<file path="config.mk">
export PLATFORM = sky130hd
export DESIGN_NAME = word_serializer
export DESIGN_NICKNAME = d
export VERILOG_FILES = /design/src/rtl/word_serializer_pkg.sv /design/src/rtl/word_serializer_shreg.sv /design/src/rtl/word_serializer.sv
export SDC_FILE = /design/constraint.sdc
export NUM_CORES = 1
export LEC_CHECK = 0
export CAP_MARGIN = 5
export CORE_UTILIZATION = 45
export CTS_BUF_LIST = sky130_fd_sc_hd__clkbuf_8 sky130_fd_sc_hd__clkbuf_16
export CTS_CLUSTER_DIAMETER = 50
export DETAILED_ROUTE_END_ITERATION = 7
export HOLD_SLACK_MARGIN = 0.02
export PLACE_DENSITY_LB_ADDON = 0.12
export SLEW_MARGIN = 40
export SYNTH_ARGS = -nofsm -noshare
export SYNTH_HDL_FRONTEND = slang
export SYNTH_SLANG_ARGS = --single-unit
</file>
<file path="constraint.sdc">
create_clock -name clk -period 1.7 [get_ports clk]
set_input_delay 0.255 -clock clk [delete_from_list [all_inputs] [get_ports clk]]
set_output_delay 0.255 -clock clk [all_outputs]
set_load 0.05 [all_outputs]
</file>
<file path="src/rtl/word_serializer_pkg.sv">
// Shared constants for the word serializer: FSM state encodings and default widths.
// Latency: n/a (declarations only).
// Backpressure: n/a (declarations only).
package word_serializer_pkg;

  localparam int DEF_WORD_W  = 16;
  localparam int DEF_CHUNK_W = 8;

  typedef enum logic {
    ST_IDLE = 1'b0,
    ST_SEND = 1'b1
  } state_t;

endpackage : word_serializer_pkg

</file>
<file path="src/rtl/word_serializer_shreg.sv">
// Loadable left-shift register that feeds the serializer's chunk output from its top bits.
// Latency: one cycle from load/shift to the new top_chunk.
// Backpressure: none locally; load and shift are gated by the owning FSM.
//
// Ports:
//   clk, rst             clock and synchronous active-high reset (clears to zero)
//   load, load_dat       capture a fresh word (load wins over shift)
//   shift                shift left by CHUNK_W with zero fill
//   top_chunk            most significant CHUNK_W bits of the register
module word_serializer_shreg
  import word_serializer_pkg::*;
#(
  parameter int WORD_W  = DEF_WORD_W,
  parameter int CHUNK_W = DEF_CHUNK_W
) (
  input  logic               clk,
  input  logic               rst,
  input  logic               load,
  input  logic               shift,
  input  logic [WORD_W-1:0]  load_dat,
  output logic [CHUNK_W-1:0] top_chunk
);

  logic [WORD_W-1:0] shreg_q;
  logic [WORD_W-1:0] shreg_d;

  always_comb begin
    shreg_d = shreg_q;
    if (load) begin
      shreg_d = load_dat;
    end else if (shift) begin
      // Full-width shift keeps this valid even when the word is a single chunk.
      shreg_d = shreg_q << CHUNK_W;
    end
  end

  always_ff @(posedge clk) begin
    if (rst) begin
      shreg_q <= '0;
    end else begin
      shreg_q <= shreg_d;
    end
  end

  assign top_chunk = shreg_q[WORD_W-1 -: CHUNK_W];

endmodule : word_serializer_shreg

</file>
<file path="src/rtl/word_serializer.sv">
// Splits each WORD_W input word into WORD_W/CHUNK_W chunks, most significant chunk first.
// Latency: word accepted at edge N shows its first chunk in the cycle after edge N.
// Backpressure: chunks hold while out_ready=0; a new word is taken alongside the last chunk.
//
// Ports:
//   clk, rst                        clock and synchronous active-high reset
//   in_valid, in_word, in_ready     upstream word handshake
//   out_valid, out_chunk, out_last  downstream chunk (out_last marks a word's final chunk)
//   out_ready                       downstream accept
//   busy                            a word is held and not fully emitted
module word_serializer
  import word_serializer_pkg::*;
#(
  parameter int WORD_W  = DEF_WORD_W,
  parameter int CHUNK_W = DEF_CHUNK_W
) (
  input  logic               clk,
  input  logic               rst,
  input  logic               in_valid,
  input  logic [WORD_W-1:0]  in_word,
  output logic               in_ready,
  output logic               out_valid,
  output logic [CHUNK_W-1:0] out_chunk,
  output logic               out_last,
  input  logic               out_ready,
  output logic               busy
);

  localparam int NCHUNK = WORD_W / CHUNK_W;
  localparam int IDX_W  = (NCHUNK > 1) ? $clog2(NCHUNK) : 1;
  localparam logic [IDX_W-1:0] IDX_LAST = IDX_W'(NCHUNK - 1);

  state_t           state_q, state_d;
  logic [IDX_W-1:0] idx_q, idx_d;

  logic               in_hs;
  logic               out_hs;
  logic               sh_load;
  logic               sh_shift;
  logic [CHUNK_W-1:0] top_chunk;

  // Outputs decoded from registered state only, so in_word never reaches out_chunk
  // combinationally.
  always_comb begin
    in_ready  = 1'b1;
    out_valid = 1'b0;
    out_last  = 1'b0;
    out_chunk = '0;
    busy      = 1'b0;
    if (state_q == ST_SEND) begin
      out_valid = 1'b1;
      busy      = 1'b1;
      out_chunk = top_chunk;
      out_last  = (idx_q == IDX_LAST);
      // Refill in the same cycle the last chunk leaves to avoid a bubble.
      in_ready  = out_ready && out_last;
    end
  end

  assign in_hs  = in_valid && in_ready;
  assign out_hs = out_valid && out_ready;

  always_comb begin
    state_d  = state_q;
    idx_d    = idx_q;
    sh_load  = 1'b0;
    sh_shift = 1'b0;
    unique case (state_q)
      ST_IDLE: begin
        if (in_hs) begin
          sh_load = 1'b1;
          idx_d   = '0;
          state_d = ST_SEND;
        end
      end
      ST_SEND: begin
        if (out_hs) begin
          if (out_last) begin
            if (in_hs) begin
              sh_load = 1'b1;
              idx_d   = '0;
            end else begin
              state_d = ST_IDLE;
            end
          end else begin
            sh_shift = 1'b1;
            idx_d    = idx_q + 1'b1;
          end
        end
      end
      default: begin
        state_d = ST_IDLE;
      end
    endcase
  end

  always_ff @(posedge clk) begin
    if (rst) begin
      state_q <= ST_IDLE;
      idx_q   <= '0;
    end else begin
      state_q <= state_d;
      idx_q   <= idx_d;
    end
  end

  word_serializer_shreg #(
    .WORD_W  (WORD_W),
    .CHUNK_W (CHUNK_W)
  ) u_shreg (
    .clk       (clk),
    .rst       (rst),
    .load      (sh_load),
    .shift     (sh_shift),
    .load_dat  (in_word),
    .top_chunk (top_chunk)
  );

endmodule : word_serializer

</file>
# Word-level counts from Yosys, hierarchy flattened
# Cells that the tools add are included.
# Widths: inputs -> output; s select.
# word_totals
mem_bits_ro	0
word_cells	30
ram_bits	0
latchBits	0
register_bits	18
out_inout_bits	12
input_bits	20
n_memories	0
# op_classes
n_eq_ne	1
n_mux	20
n_reduce_logical	4
shift	0
add_sub_neg	1
n_mul	0
bitwise	1
div	0
n_lt_le_gt_ge	0
# ops
cell	n
$mux 16	2
$mux 1	14
$mux 8	1
$pmux 1 s2	3
$logic_and 1x1->1	3
$ne 2x1->1 const B	1
$reduce_bool 2->1	1
$add 1x1->1 const B	1
$not 1->1	1

# Longest topological paths before layout
# depth
word_depth	8
ltp_mapped	5
ltp_nobuf	4

# By module
# From an unflattened synthesis, not the netlist that was laid out.
# unflattened
hier_cells	100
area_unflattened_um2	922.1
# by_module_without_submodules
mod	instances	cells_each	area_per_inst_um2	seq_area_each_um2
word_serializer_shreg	1	78	754.5	320.3
word_serializer	1	22	167.7	40.0

# Worst setup path before layout
# Ideal clock, no wire load.
# synth_path
path_type	flip-flop to flip-flop
start	register state_q
end	register u_shreg.shreg_q[0]
required_ps	1568
path_stages_with_launch	6
setup_slack_ps	24
n_path_buf	1
arrival_time_ps	1544
synth_period_minus_slack_ps	1676
cell_sequence	dfxtp_1 > a21boi_2 > inv_1 > buf_2 > nand3_1 > a21oi_1
# synth_between
elab_chain_len	7
word_cells_on_any_way	15
cone_classes	mux: 11; bitwise: 1; reduce/logical: 3
# synth_lines
element	line	rtl
start, declared	word_serializer.sv:33	state_t state_q, state_d;
start signal, assigned	word_serializer.sv:102	state_q <= state_d;
$mux 1 *	word_serializer.sv:50	if (state_q == ST_SEND) begin
net in_ready	word_serializer.sv:21	output logic in_ready,
$logic_and 1x1->1 *	word_serializer.sv:60	assign in_hs = in_valid && in_ready;
$mux 1 *	word_serializer.sv:70, word_serializer.sv:79	
$mux 1	word_serializer.sv:78	if (out_last) begin
$mux 1	word_serializer.sv:77	if (out_hs) begin
$pmux 1 s2 *	word_serializer.sv:68	unique case (state_q)
$mux 16 / $reduce_bool 2->1 (equally long branches)	--	
end signal, assigned	word_serializer_shreg.sv:41	shreg_q <= shreg_d;
end, declared	word_serializer_shreg.sv:24	logic [WORD_W-1:0] shreg_q;
# Mark *: on every way through the listed nets, which the timed path passes. The rest lies on a longest branch.
# A chain may end at the register's enable or synchronous reset.

# Worst setup path after layout
# layout_path
start	register state_q
end	output in_ready
# layout_between
elab_chain_len	1
# layout_lines
element	line
$mux 1	word_serializer.sv:50
end, declared	word_serializer.sv:21
# No other way between the ends.

==> impl_results.md <==
- Run status: completed
- Clock share of power: 0.325
- Final Critical Period: 1.58 ns
- Filler instances: 134
- Sw frac: 0.274
- Most used routing layer: met2
- Placed inst area: around 1300 sq um
- Synth area leaders: dfxtp_1 41%, mux2i_1 9.2%, o211ai_1 6.9%, and2_1 6.5%, a211oi_1 6.0%
- Post-route cell area: 1340 sq um
- P_leak: 0.538 nW
- Port bufs: 31
- Post-synth top area share: 0.414
- Worst reg2reg endpoint: u_shreg.shreg_q[8]$_SDFFE_PP0P_
- Final setup violation count: 0
- Final hold vios: 0
- H-tree depth: 1
- Synth area leader: dfxtp_1
- Nets@finish: 146
- Remaining global-route overflow: 0
- Routed length per instance: 12.7 um
- Fmax: around 0.63 GHz
- Clock-pin slew on the worst setup and hold paths: 0.07 ns
- Cell Area, Synth: 870 sq um
- PostCTS Resize Cnt: 0
- Crit Path Max Fanout: 7
- Simple-gate share of the synthesized area: 0.177
- Area taken by multi-input logic gates: 425 sq um
- Root buffer cell: clkbuf_8
- RR Startpoint: state_q$_SDFF_PP0_
- Proportion of power drawn by combinational gates: 0.243
- Post-synth ARST share: 0
- Register area: ~360 sq um
- Vias: 797
- Postcts setup bufs: 0
- Areal power density over the cells: 811 nW/um^2
- Mux cell area share after synthesis: 0.0921
- Tcrit/Tclk final: 0.931
- Main combinational cell family by area after synthesis: compound AO/OA/AOI/OAI gates
- DRT Pass-1 Iters: 4
- Met2 Usage GRT: 0.332
- ANT cells: 0
- Drt via density: ~5.3
- Unrepaired setup endpoints after global routing: false
- Routing usage on met3: 0.0397
- Worst IR Drop VDD: 0.780 mV
- Die Span Y: 46.0 um
- Post-route ant nets: 0
- I/O pin cnt: 32
- Largest net degree at the start of global routing: 19
- Post-route DRC violation count: 0
- Compound-Gate Fraction of Synth Area: 0.220
- Crit path launch: state_q$_SDFF_PP0_
- Core area: 1760 sq um
- Worst setup SP type: register
- Fin cells: 150
- Most frequent cell after synthesis: dfxtp_1
- CTS sink count: 18
- Cells after Synth: 94
- Switching power: 299 uW
- Final wirelength: 1910 um
- CTS tree: done
- Layout cell share with drive strength beyond 1: 0.200
- Max-cap viol count: 0
- Seq/Total Area, Yosys: 0.414
- Area Growth Syn to Fin: 54.4%
- CP Capture Type: output port
- Xor/xnor share of the synthesized area: 0
- # placed instances: 146
- Syn Area/Cell: 9.25 sq um
- Clk_lat worst skew: 0.25 ns
- Max_slew headroom: 0.781
- Worst min path class: register to register
- Post-synth EDFFs: 0
- Slew Limit Fails: 0
- TritonCTS Buffers: 3
- Flop pwr share: 0.432
- Flop and latch count out of synthesis: 18
- Number of global-route vias before repair: 716
- Final Hold Slack: between 0.4 and 0.5 ns
- Die Area: 2110 sq um
- Initial core utilization: 0.493
- Row cnt: 15
- GRT met1 Usage: 0.283
- Ys flop type: dfxtp_1
- Post-Synth Adder-Cell Area: 0
- Setup TNS: 0 ns
- Reg2Reg Setup Slack: ~0.33 ns
- Internal power: slightly below 800 uW
- Syn_nets: 114
- First-pass GRT wire length: 3210 um
- Initial antenna violation count: 0
- Worst endpoint data arrival time: 1.33 ns
- Worst-Margin Slew: 0.329 ns
- DPL Wire Length: 1380 um
- Data required, critical path: 1.44 ns
- CP endpoint: in_ready
- Synth warnings: 0
- Die W: roughly 46 um
- Post-synth cell types: 21
- CTS Hold Bufs: 0
- Gr usage total: 0.215
- Clock Skew: 0.00211 ns
- Initial detailed-routing violation count: 13
- Max clock buf depth: 2
- Path depth of the worst reg2reg path: 4
- Top post-synthesis cells by count: 18 x dfxtp_1, 10 x a21oi_1, 9 x and2_1
- Crit path kind: register to output port
- Placer Congestion: 0.740
critical path, cell delays in order, from the launching register on:
cell and delay [ns]:
dfxtp_1 0.52, a21boi_2 0.23, inv_1 0.12, buf_4 0.21
sequential cells by signal, summed over array words and instances, names as in the netlist:
name and flops:
u_shreg.shreg_q 16, idx_q 1, state_q 1
cell usage in the layout (no fill, tap or decap):
cell type | synthesis | final
clkdlybuf4s50_1 | 0 | 19
dfxtp_1 | 18 | 18
buf_12 | 1 | 11
a21oi_1 | 10 | 10
and2_1 | 9 | 9
nand3_1 | 8 | 8
o211ai_1 | 8 | 8
mux2i_1 | 8 | 8
nor3_1 | 8 | 8
a211oi_1 | 7 | 7
buf_4 | 1 | 7
clkbuf_8 | 0 | 4
a21boi_2 | 1 | 1
inv_1 | 1 | 1
inv_2 | 1 | 1
nand3b_1 | 1 | 1
nand2_1 | 1 | 1
a211oi_2 | 1 | 1
nor2b_1 | 1 | 1
o21ai_0 | 1 | 1
metrics by stage:
step | power [mW] | utilization | worst slack, ns
finish | 1.09 | 0.761 | 0.118
global route | 1.13 | 0.761 | 0.0367
CTS | 1.09 | 0.761 | 0.114
detailed placement | 0.746 | 0.730 | 0.106
global placement | 0.740 | 0.730 | 0.163
floorplan | 0.628 | - | 0.0235
routing by layer:
metal | part of all wire | vias to the layer above
li1 | - | 401
met1 | 0.49 | 372
met2 | 0.46 | 22
met3 | 0.041 | 2
met4 | 0.0052 | 0
met5 | 0 | -
worst min-delay path by stage:
| stage | from | end | slack [ns] | cells after the start |
|---|---|---|---|---|
| after floorplan | in_word[0] | u_shreg.shreg_q[0]$_SDFFE_PP0P_ | 0.42 | 2 |
| after detailed placement | u_shreg.shreg_q[4]$_SDFFE_PP0P_ | u_shreg.shreg_q[4]$_SDFFE_PP0P_ | 0.49 | 2 |
| after CTS | u_shreg.shreg_q[0]$_SDFFE_PP0P_ | u_shreg.shreg_q[0]$_SDFFE_PP0P_ | 0.50 | 2 |
| after global placement | u_shreg.shreg_q[1]$_SDFFE_PP0P_ | u_shreg.shreg_q[1]$_SDFFE_PP0P_ | 0.48 | 2 |
| final | u_shreg.shreg_q[2]$_SDFFE_PP0P_ | u_shreg.shreg_q[2]$_SDFFE_PP0P_ | 0.50 | 2 |
| after global routing | u_shreg.shreg_q[4]$_SDFFE_PP0P_ | u_shreg.shreg_q[4]$_SDFFE_PP0P_ | 0.51 | 2 |
power by group through the flow:
| stage | Clock, mW | Sequential (mW) | Combinational, mW |
|---|---|---|---|
| final | 0.354 | 0.471 | 0.265 |
| after floorplan | 0 | 0.478 | 0.150 |
| after global placement | 0 | 0.479 | 0.262 |
| after global routing | 0.375 | 0.475 | 0.283 |
| after CTS | 0.358 | 0.470 | 0.267 |
| after detailed placement | 0 | 0.480 | 0.266 |
logic make-up after synthesis:
kind of cell | after synthesis
AO/OA/AOI/OAI | 28
buffers and inverters | 12
flip-flops | 18
multiplexers | 8
AND/OR/NAND/NOR | 28
final cells by class:
cell class / instances / share of cell area
repair buffers: 37 / 0.345
multi-input cells: 64 / 0.317
flip-flops and latches: 18 / 0.268
clock buffers: 4 / 0.0410
well taps: 25 / 0.0233
inverters: 2 / 0.00559
No activity file was read; power rests on OpenSTA's default activity.
